[config.mk]
export PLATFORM = sky130hd
export DESIGN_NAME = pc_gen
export DESIGN_NICKNAME = d
export VERILOG_FILES = /design/src/rtl/pc_gen.sv
export SDC_FILE = /design/constraint.sdc
export NUM_CORES = 1
export LEC_CHECK = 0
export ABC_AREA = 1
export BUFFER_PORTS_ARGS = -buffer_cell sky130_fd_sc_hd__buf_2
export CAP_MARGIN = 15
export CORE_MARGIN = 2
export CORE_UTILIZATION = 54
export DETAILED_ROUTE_END_ITERATION = 12
export PLACE_DENSITY = 0.86
export SLEW_MARGIN = 20
export SYNTH_ARGS = -nofsm -noshare
export SYNTH_HDL_FRONTEND = slang
export SYNTH_SLANG_ARGS = --single-unit
[constraint.sdc]
create_clock -name clk -period 2.66 [get_ports clk]
set_input_delay 0.133 -clock clk [delete_from_list [all_inputs] [get_ports clk]]
set_output_delay 0.133 -clock clk [all_outputs]
set_load 0.01 [all_outputs]
[src/rtl/pc_gen.sv]
// Program counter generator: sequential fetch advance, trap/jump redirects with
// optional fetch bubble, and rejection of misaligned redirect targets.
module pc_gen #(
  parameter int unsigned        ADDR_W    = 32,
  parameter logic [ADDR_W-1:0]  RESET_VEC = '0,
  parameter int unsigned        STEP      = 4,
  parameter int unsigned        HOLD_W    = 3,
  parameter int unsigned        BUBBLE    = 1
) (
  input  logic              clk,
  input  logic              rst,
  input  logic              jump_flag_in,
  input  logic [ADDR_W-1:0] jump_addr_in,
  input  logic              trap_req_in,
  input  logic [ADDR_W-1:0] trap_vec_in,
  input  logic [HOLD_W-1:0] hold_flag_in,
  input  logic              fetch_ready_in,
  output logic [ADDR_W-1:0] pc_out,
  output logic              fetch_valid_out,
  output logic              misalign_out
);

  typedef enum logic [1:0] {
    S_BOOT,
    S_RUN,
    S_BUBBLE
  } state_t;

  localparam logic [2:0]        BUB_LEN = 3'(BUBBLE);
  localparam logic [ADDR_W-1:0] STEP_V  = ADDR_W'(STEP);

  state_t            state;
  logic [2:0]        cnt;
  logic              redirect;
  logic [ADDR_W-1:0] target;
  logic              transfer;

  always_comb begin
    redirect = trap_req_in | jump_flag_in;
    target   = trap_req_in ? trap_vec_in : jump_addr_in;
    transfer = fetch_valid_out & fetch_ready_in;
  end

  always_ff @(posedge clk) begin
    if (rst) begin
      state           <= S_BOOT;
      pc_out          <= RESET_VEC;
      fetch_valid_out <= 1'b0;
      misalign_out    <= 1'b0;
      cnt             <= '0;
    end else begin
      misalign_out <= 1'b0;
      if (redirect) begin
        // A misaligned target is dropped outright: nothing else moves this cycle.
        if (target[1:0] != 2'b00) begin
          misalign_out <= 1'b1;
        end else begin
          pc_out <= target;
          if (BUB_LEN != 3'd0) begin
            state           <= S_BUBBLE;
            fetch_valid_out <= 1'b0;
            cnt             <= BUB_LEN;
          end else begin
            state           <= S_RUN;
            fetch_valid_out <= 1'b1;
          end
        end
      end else begin
        unique case (state)
          S_BOOT: begin
            state           <= S_RUN;
            pc_out          <= RESET_VEC;
            fetch_valid_out <= 1'b1;
          end
          S_RUN: begin
            if (hold_flag_in == '0 && transfer)
              pc_out <= pc_out + STEP_V;
          end
          S_BUBBLE: begin
            cnt <= cnt - 3'd1;
            if (cnt <= 3'd1) begin
              state           <= S_RUN;
              fetch_valid_out <= 1'b1;
            end
          end
          default: begin
            state           <= S_BOOT;
            fetch_valid_out <= 1'b0;
          end
        endcase
      end
    end
  end

endmodule

==> results_dict.tcl, run 1 <==
set metrics [dict create \
    status "finished clean" \
    max-slew-margin-rel_pct 41.0 \
    max-vdd-ir-drop_uv 251 \
    maximum_number_of_pins_on_one_net_before_global_route_repair 34 \
    post_layout_minimum_cycle_time_ns 1.84 \
    preCtsSetupSlack_ns 0.520 \
    hold_path.startpoint "rst" \
    start_util_pct 55.9 \
    seq_area_frac_synth_pct 26.6 \
    synth_enable_flop_cells 0 \
    synthToLayoutAreaGrowth_pct 21.5 \
    ctsRootBufferMaster "clkbuf_8" \
    fillerInstances 471 \
    timing.critical_path.arrival_ns 2.07 \
    worst_hold_path_type "in -> reg" \
    postSynthRegisterBits 38 \
    p_per_area_nw_per_um2 426 \
    setup.worst_path.start_class "primary input" \
    synth-warning-count 0 \
    final-setup-viol-count 0 \
    syn-mean-instance-area_um2 6.34 \
    routed_wirelength_um 7790 \
    grt_pass1_wl_um 13500 \
    die_h_um 76.7 \
    crit_path_end_kind "register" \
    first_global_vias 3098 \
    area_used_by_multi_input_combinational_logic_um2 1850 \
    drt-wirelength-per-cell_um 12.6 \
    timing.critical_path.cells "buf_2, buf_4, inv_2, nand2_4, nor2_4, nand2_1, nand2_2, inv_2, nor2_1, a21oi_1" \
    final.setup.tns_ns 0 \
    critical_path_required_ns 2.89 \
    grt_antenna_before_repair 0 \
    rsz0062_at_grt "false" \
    final_hold_viol_count 0 \
    instances_no_fill 617 \
    design.core.area_um2 5110 \
    worstPathMaxFanout 31 \
    worst_path_dominant_cell_family "buffers and inverters" \
    gpl.final_weighted_congestion 0.895 \
    synth_flop_cell "dfxtp_1" \
    cts_repair_resize_count 0 \
    netlist-cell-type-count 33 \
    max_freq_mhz 542 \
    gr-total-overflow 0 \
    nNetsFinal 621 \
    reg2reg_setup_slack_ns 0.98 \
    fp.dieArea_um2 5890 \
    ctsHtreeMaxLevel 2 \
    std_cell_rows 26 \
    critical-path-top-cell-by-count "inv_2" \
    setup_slack_ns 0.816 \
    syn-instance-count 450 \
    grt_usage_pct 27.7 \
    final_slew_viol_count 0 \
    postCtsSetupRepairBufs 0 \
    dr.pass1.iters 5 \
    slowest_delay_ns 0.47 \
    cts_inserted_buffers 5 \
    cts_num_sinks 38 \
    num_antenna_cells 0 \
    setup.worst_path.start "trap_req_in" \
    vias_per_cell 5.35 \
    clock_tree.buffer_depth 2 \
    synth.net_count 525 \
    timing.max_cap.violations 0 \
    dp_hpwl_um 5860 \
    ant_nets 0 \
    chipWidth_um 76.7 \
    netlist_area_um2 2860 \
    drt_iter0_drc 167 \
    via_count 3300 \
    remaining_drc_errors 0 \
    critical_path.reg2reg.startpoint "state[0]$_SDFFE_PP0P_" \
    min_period_over_period_pct 69.3 \
    crit_type "in -> reg" \
    clk_transition_reported_paths_ns 0.08 \
    asyncSetResetFlopFracSynth_pct 0 \
    crit_path_top_delay_cell "inv_2" \
    drive_gt1_share_pct 28.2 \
    dp.cells 609 \
    clock_insertion_delay_worst_skew_ns 0.30 \
    critPathBufInv 4 \
    final-seq-area_um2 761 \
    io_buffers 105 \
    cts_hold_buf 0 \
    timing.clock.skew_ns 0.00981 \
    leakagePower_nw 1.57 \
    cts_tree "done" \
    top_level_ports 106 \
    worst_pin_slew_ns 0.884 \
]
==> power by group <==
group | internal (mW) | switching [mW]
Clock | 0.209 | 0.218
Combinational | 0.160 | 0.201
Sequential | 0.619 | 0.0727
Total | 0.989 | 0.491
==> cells by family (layout without fill, tap and decap cells) <==
group           count (synthesis)  in the layout  synth area share, %
simple gates                  242            242                 38.8
flops                          38             38                 26.6
compound gates                112            112                 24.3
xor+xnor                        1              1                0.307
fa+ha+maj                       3              3                 1.31
buf+inv                        54            151                 8.63
==> cell type report <==
cell class	count	share of cell area, %
clock buffer	7	2.49
clock inverter	1	0.144
inverter	36	3.93
multi-input combinational	358	53.4
sequential	38	21.9
tap	70	2.52
timing repair buffer	107	15.6
==> worst paths after layout <==
path | end | cells past startpoint
worst max-delay path | pc_out[11]$_SDFFE_PP0P_ | 10
worst min-delay path | pc_out[5]$_SDFFE_PP0P_ | 2
worst max register to register | pc_out[11]$_SDFFE_PP0P_ | 6
worst min register to register | pc_out[0]$_SDFFE_PP0P_ | 2
==> sequential cells by signal, indices dropped and copies added, names as in the netlist <==
signal and cells:
cnt 3, misalign_out 1, pc_out 32, state 2
==> stage by stage <==
stage | util [%] | hold WS, ns | cell area, µm² | power (mW)
finish | 67.9 | 0.0752 | 3470 | 1.48
global route | 67.9 | 0.0715 | 3470 | 1.56
CTS | 67.8 | 0.0769 | 3460 | 1.48
detailed placement | 66.0 | 0.396 | 3370 | 1.06
global placement | 66.0 | 0.388 | 3370 | 1.05
floorplan | - | 0.202 | 2860 | 0.921
==> placed cells by master (no fill, tap or decap), types with 8 or more instances in the layout <==
master   instances
inv_1           28
nand2_1         99
buf_2          105
o21ai_0         18
dfxtp_1         38
nor2_1          71
o21ai_1         19
a22o_1          21
a21oi_1         33
nand3_1         39
nor2_4           8
nand2_2          8
==> Yosys cell counts, types with 7 or more instances <==
cell type  instances  area (µm²)
inv_1             28         105
nand2_2            8        50.1
nor2_1            71         267
a22oi_1            7        52.6
inv_2              7        26.3
nand3_1           39         195
nor2_2             8        50.1
o21ai_1           19        95.1
a21oi_1           33         165
a22o_1            21         184
nand2_1           99         372
nor2_4             7        78.8
dfxtp_1           38         761
o21bai_1           7        52.6
o21ai_0           18        90.1
==> routing by layer <==
metal	global-route usage [%]	vias up	part of all wire, %
met5	0	-	0
met4	9.82	0	2.2
met3	5.88	18	6.8
met2	48.1	132	48
met1	33.7	1462	43
li1	-	1688	-
No activity file was read; power rests on OpenSTA's default activity.
==> inputs of run 2 (changes only) <==
--- a/config.mk
+++ b/config.mk
@@ -5,13 +5,13 @@
 export SDC_FILE = /design/constraint.sdc
 export NUM_CORES = 1
 export LEC_CHECK = 0
-export ABC_AREA = 1
+export ABC_AREA = 0
 export BUFFER_PORTS_ARGS = -buffer_cell sky130_fd_sc_hd__buf_2
 export CAP_MARGIN = 15
 export CORE_MARGIN = 2
-export CORE_UTILIZATION = 54
+export CORE_UTILIZATION = 48
 export DETAILED_ROUTE_END_ITERATION = 12
-export PLACE_DENSITY = 0.86
+export PLACE_DENSITY = 0.8
 export SLEW_MARGIN = 20
 export SYNTH_ARGS = -nofsm -noshare
 export SYNTH_HDL_FRONTEND = slang
==> constraint.sdc (replaced) <==
create_clock -name clk -period 1.8 [get_ports clk]
set_input_delay 0.09 -clock clk [delete_from_list [all_inputs] [get_ports clk]]
set_output_delay 0.09 -clock clk [all_outputs]
set_load 0.01 [all_outputs]
==> run 2 against run 1 <==
Net effect:
- the flow now finishes with violations (negative setup slack)
- critical path depth down 4
- non-clock buffer count up 57
- utilization up 5.3 points
- sequential share of layout area down 0.95 points
- final cell count down 11%
- wire length up 12%
- total power up 43%
- clock-buffer cell count unchanged
==> results_dict.tcl, run 2 <==
set metrics [dict create \
    status "finished with violations" \
    failed_checks "negative setup slack" \
    synthToLayoutAreaGrowth_pct 47.3 \
    critical_path_required_ns 2.02 \
    synth-warning-count 0 \
    drive_gt1_share_pct 42.5 \
    clock_tree.buffer_depth 2 \
    ctsHtreeMaxLevel 2 \
    setup_slack_ns -0.0600 \
    synth_commonest_cells "dfxtp_1 (38), a21oi_1 (30), nand2_1 (29), nor2_1 (28), o21ai_0 (28)" \
    cts_tree "done" \
    dr.pass1.iters 6 \
    synth_flop_cell "dfxtp_1" \
    crit_path_top_delay_cell "or4_4" \
    top_register "pc_out" \
    preCtsSetupSlack_ns -0.303 \
    route.top_layer_used "met4" \
    syn-mean-instance-area_um2 7.55 \
    setup.worst_path.start_class "register" \
    hold_path.startpoint "jump_addr_in[17]" \
    wl_met2_um 4230 \
    slowest_delay_ns 0.66 \
    crit_path_end_kind "register" \
    cts_inserted_buffers 5 \
    grt_usage_pct 27.7 \
    postSynthRegisterBits 38 \
    final_slew_viol_count 0 \
    clk_transition_reported_paths_ns 0.07 \
    top_level_ports 106 \
    total_placed_instance_area_um2 3470 \
    worst_pin_slew_ns 0.437 \
    synth_enable_flop_cells 0 \
    io_buffers 105 \
    worst_hold_path_type "in -> reg" \
    highest_count_cells_in_the_layout_ignoring_fill_and_taps "buf_2 (105), buf_4 (57), a21oi_1 (30)" \
    timing.max_cap.violations 0 \
    final.setup.tns_ns -0.137 \
    clock_insertion_delay_worst_skew_ns 0.29 \
    post_synth_main_area_contributors "dfxtp_1 (30%), a21oi_1 (6.0%), o21ai_0 (5.6%)" \
    yosysTopAreaCell "dfxtp_1" \
    worst_r2r_path_depth 6 \
    maximum_number_of_pins_on_one_net_before_global_route_repair 40 \
    first_global_vias 2983 \
    asyncSetResetFlopFracSynth_pct 0 \
    max_freq_mhz 538 \
    netlist-cell-type-count 56 \
    num_antenna_cells 0 \
    finalInstanceArea_um2 3720 \
    leakagePower_nw 1.60 \
    crit_type "reg -> reg" \
    r2r-end "pc_out[23]$_SDFFE_PP0P_" \
    chipWidth_um 76.5 \
    rsz0062_at_grt "true" \
    gpl.final_weighted_congestion 0.950 \
    min_period_over_period_pct 103 \
    routed_wirelength_um 8700 \
    post_layout_minimum_cycle_time_ns 1.86 \
    vias_per_cell 6.01 \
    syn-instance-count 334 \
    std_cell_rows 26 \
    final_common_cell "buf_2" \
    netlist_area_um2 2520 \
    timing.clock.skew_ns 0.00509 \
    ant_nets 0 \
    drt-wirelength-per-cell_um 15.8 \
    seq_area_frac_synth_pct 30.2 \
    final_hold_viol_count 0 \
    dp.cells 536 \
    synthMostInstantiatedCell "dfxtp_1" \
    timing.critical_path.arrival_ns 2.08 \
    largest_register_ffs 32 \
    synth_top_area_share_pct 30.2 \
    start_util_pct 49.7 \
    dr_wl_met3_um 745 \
    drt_iter0_drc 267 \
    final-setup-viol-count 5 \
    via_count 3303 \
    synth.net_count 409 \
    die_h_um 76.5 \
    cts_num_sinks 38 \
    gr-total-overflow 0 \
    fp.dieArea_um2 5850 \
    p_per_area_nw_per_um2 568 \
    grt_antenna_before_repair 0 \
    whs_path_depth 3 \
    reg2reg_setup_slack_ns -0.06 \
    max-vdd-ir-drop_uv 467 \
    dp_hpwl_um 5980 \
    instances_no_fill 550 \
    timing.critical_path.cells "buf_4, nand4_1, or4_4, o31ai_4, a21oi_1, nor3_1" \
    nNetsFinal 554 \
    grt_pass1_wl_um 13700 \
    design.core.area_um2 5070 \
    remaining_drc_errors 0 \
    power_mw 2.11 \
    route.layer.met1.wl_um 3570 \
    max-slew-margin-rel_pct 70.8 \
    critical_path.reg2reg.startpoint "pc_out[2]$_SDFFE_PP0P_" \
    min_to "pc_out[17]$_SDFFE_PP0P_" \
    worstPathMaxFanout 6 \
    largest_registers_ranked_by_flip_flop_count "pc_out (32), cnt (3), state (2)" \
    ctsRootBufferMaster "clkbuf_8" \
]
## run 2: changes by cell type after synthesis, moves of 10 or more
cell,before,now
clkbuf_1,6,20
nand3_1,39,13
inv_1,28,9
nor3_1,0,15
nor2_1,71,28
nand2_1,99,29
o21ai_0,18,28
o21ai_1,19,0
## run 2: what timing repair did
action,CTS,global route
hold buffers,0,0
resized for setup,8,18
cloned,0,0
endpoints found under the setup margin,14,22
pin swaps,2,5
setup buffers,1,5
## run 2: through the flow
stage / util, % / hold WS, ns
floorplan: - / 0.276
global placement: 68.3 / 0.376
detailed placement: 68.3 / 0.387
CTS: 71.0 / 0.0860
global route: 73.2 / 0.0969
finish: 73.2 / 0.0779
## run 2: worst max-delay path by stage
stage / to / slack [ns] / depth (start not counted) / start
global placement: pc_out[22]$_SDFFE_PP0P_ / -0.24 / 7 / hold_flag_in[1]
finish: pc_out[23]$_SDFFE_PP0P_ / -0.06 / 6 / pc_out[2]$_SDFFE_PP0P_
global route: pc_out[15]$_SDFFE_PP0P_ / -0.1 / 6 / pc_out[2]$_SDFFE_PP0P_
floorplan: pc_out[23]$_SDFFE_PP0P_ / -0.11 / 6 / state[0]$_SDFFE_PP0P_
detailed placement: pc_out[20]$_SDFFE_PP0P_ / -0.30 / 7 / hold_flag_in[1]
CTS: pc_out[23]$_SDFFE_PP0P_ / -0.03 / 6 / pc_out[2]$_SDFFE_PP0P_
## run 2: cell type report
cell class / count / area (µm²)
timing repair buffer: 164 / 980
multi-input combinational: 261 / 1740
clock inverter: 1 / 5.00
sequential: 38 / 779
fill: 399 / 1360
clock buffer: 7 / 86.3
tap: 70 / 87.6
inverter: 9 / 33.8
## run 2: routing by layer
metal  vias to the layer above  global-route usage (%)
li1                       1581                       -
met1                      1533                    35.7
met2                       172                    47.2
met3                        17                    3.55
met4                         0                    10.2
met5                         -                       0
## run 2: logic make-up after synthesis
| logic type | Yosys count | synth area share (%) |
|---|---|---|
| xor gates and xnor gates | 1 | 0.347 |
| adders and majority gates | 3 | 1.49 |
| muxes | 2 | 0.843 |
| AOI/OAI and AO/OA | 128 | 35.1 |
| DFF | 38 | 30.2 |
| and+or+nand+nor | 127 | 26.3 |
| buffers and inverters | 35 | 5.80 |
## run 2: power by group
group	total, mW	internal [mW]	switching [mW]	leakage, nW
clock network	0.617	0.309	0.308	0.0482
logic	0.560	0.271	0.289	1.24
registers	0.932	0.892	0.0405	0.315
## run 2: critical path, delay by kind of cell, from the launching register on
family,cells,cell delay (ns)
compound gates,2,0.31
flops,1,0.36
buf+inv,1,0.11
simple gates,3,1.01
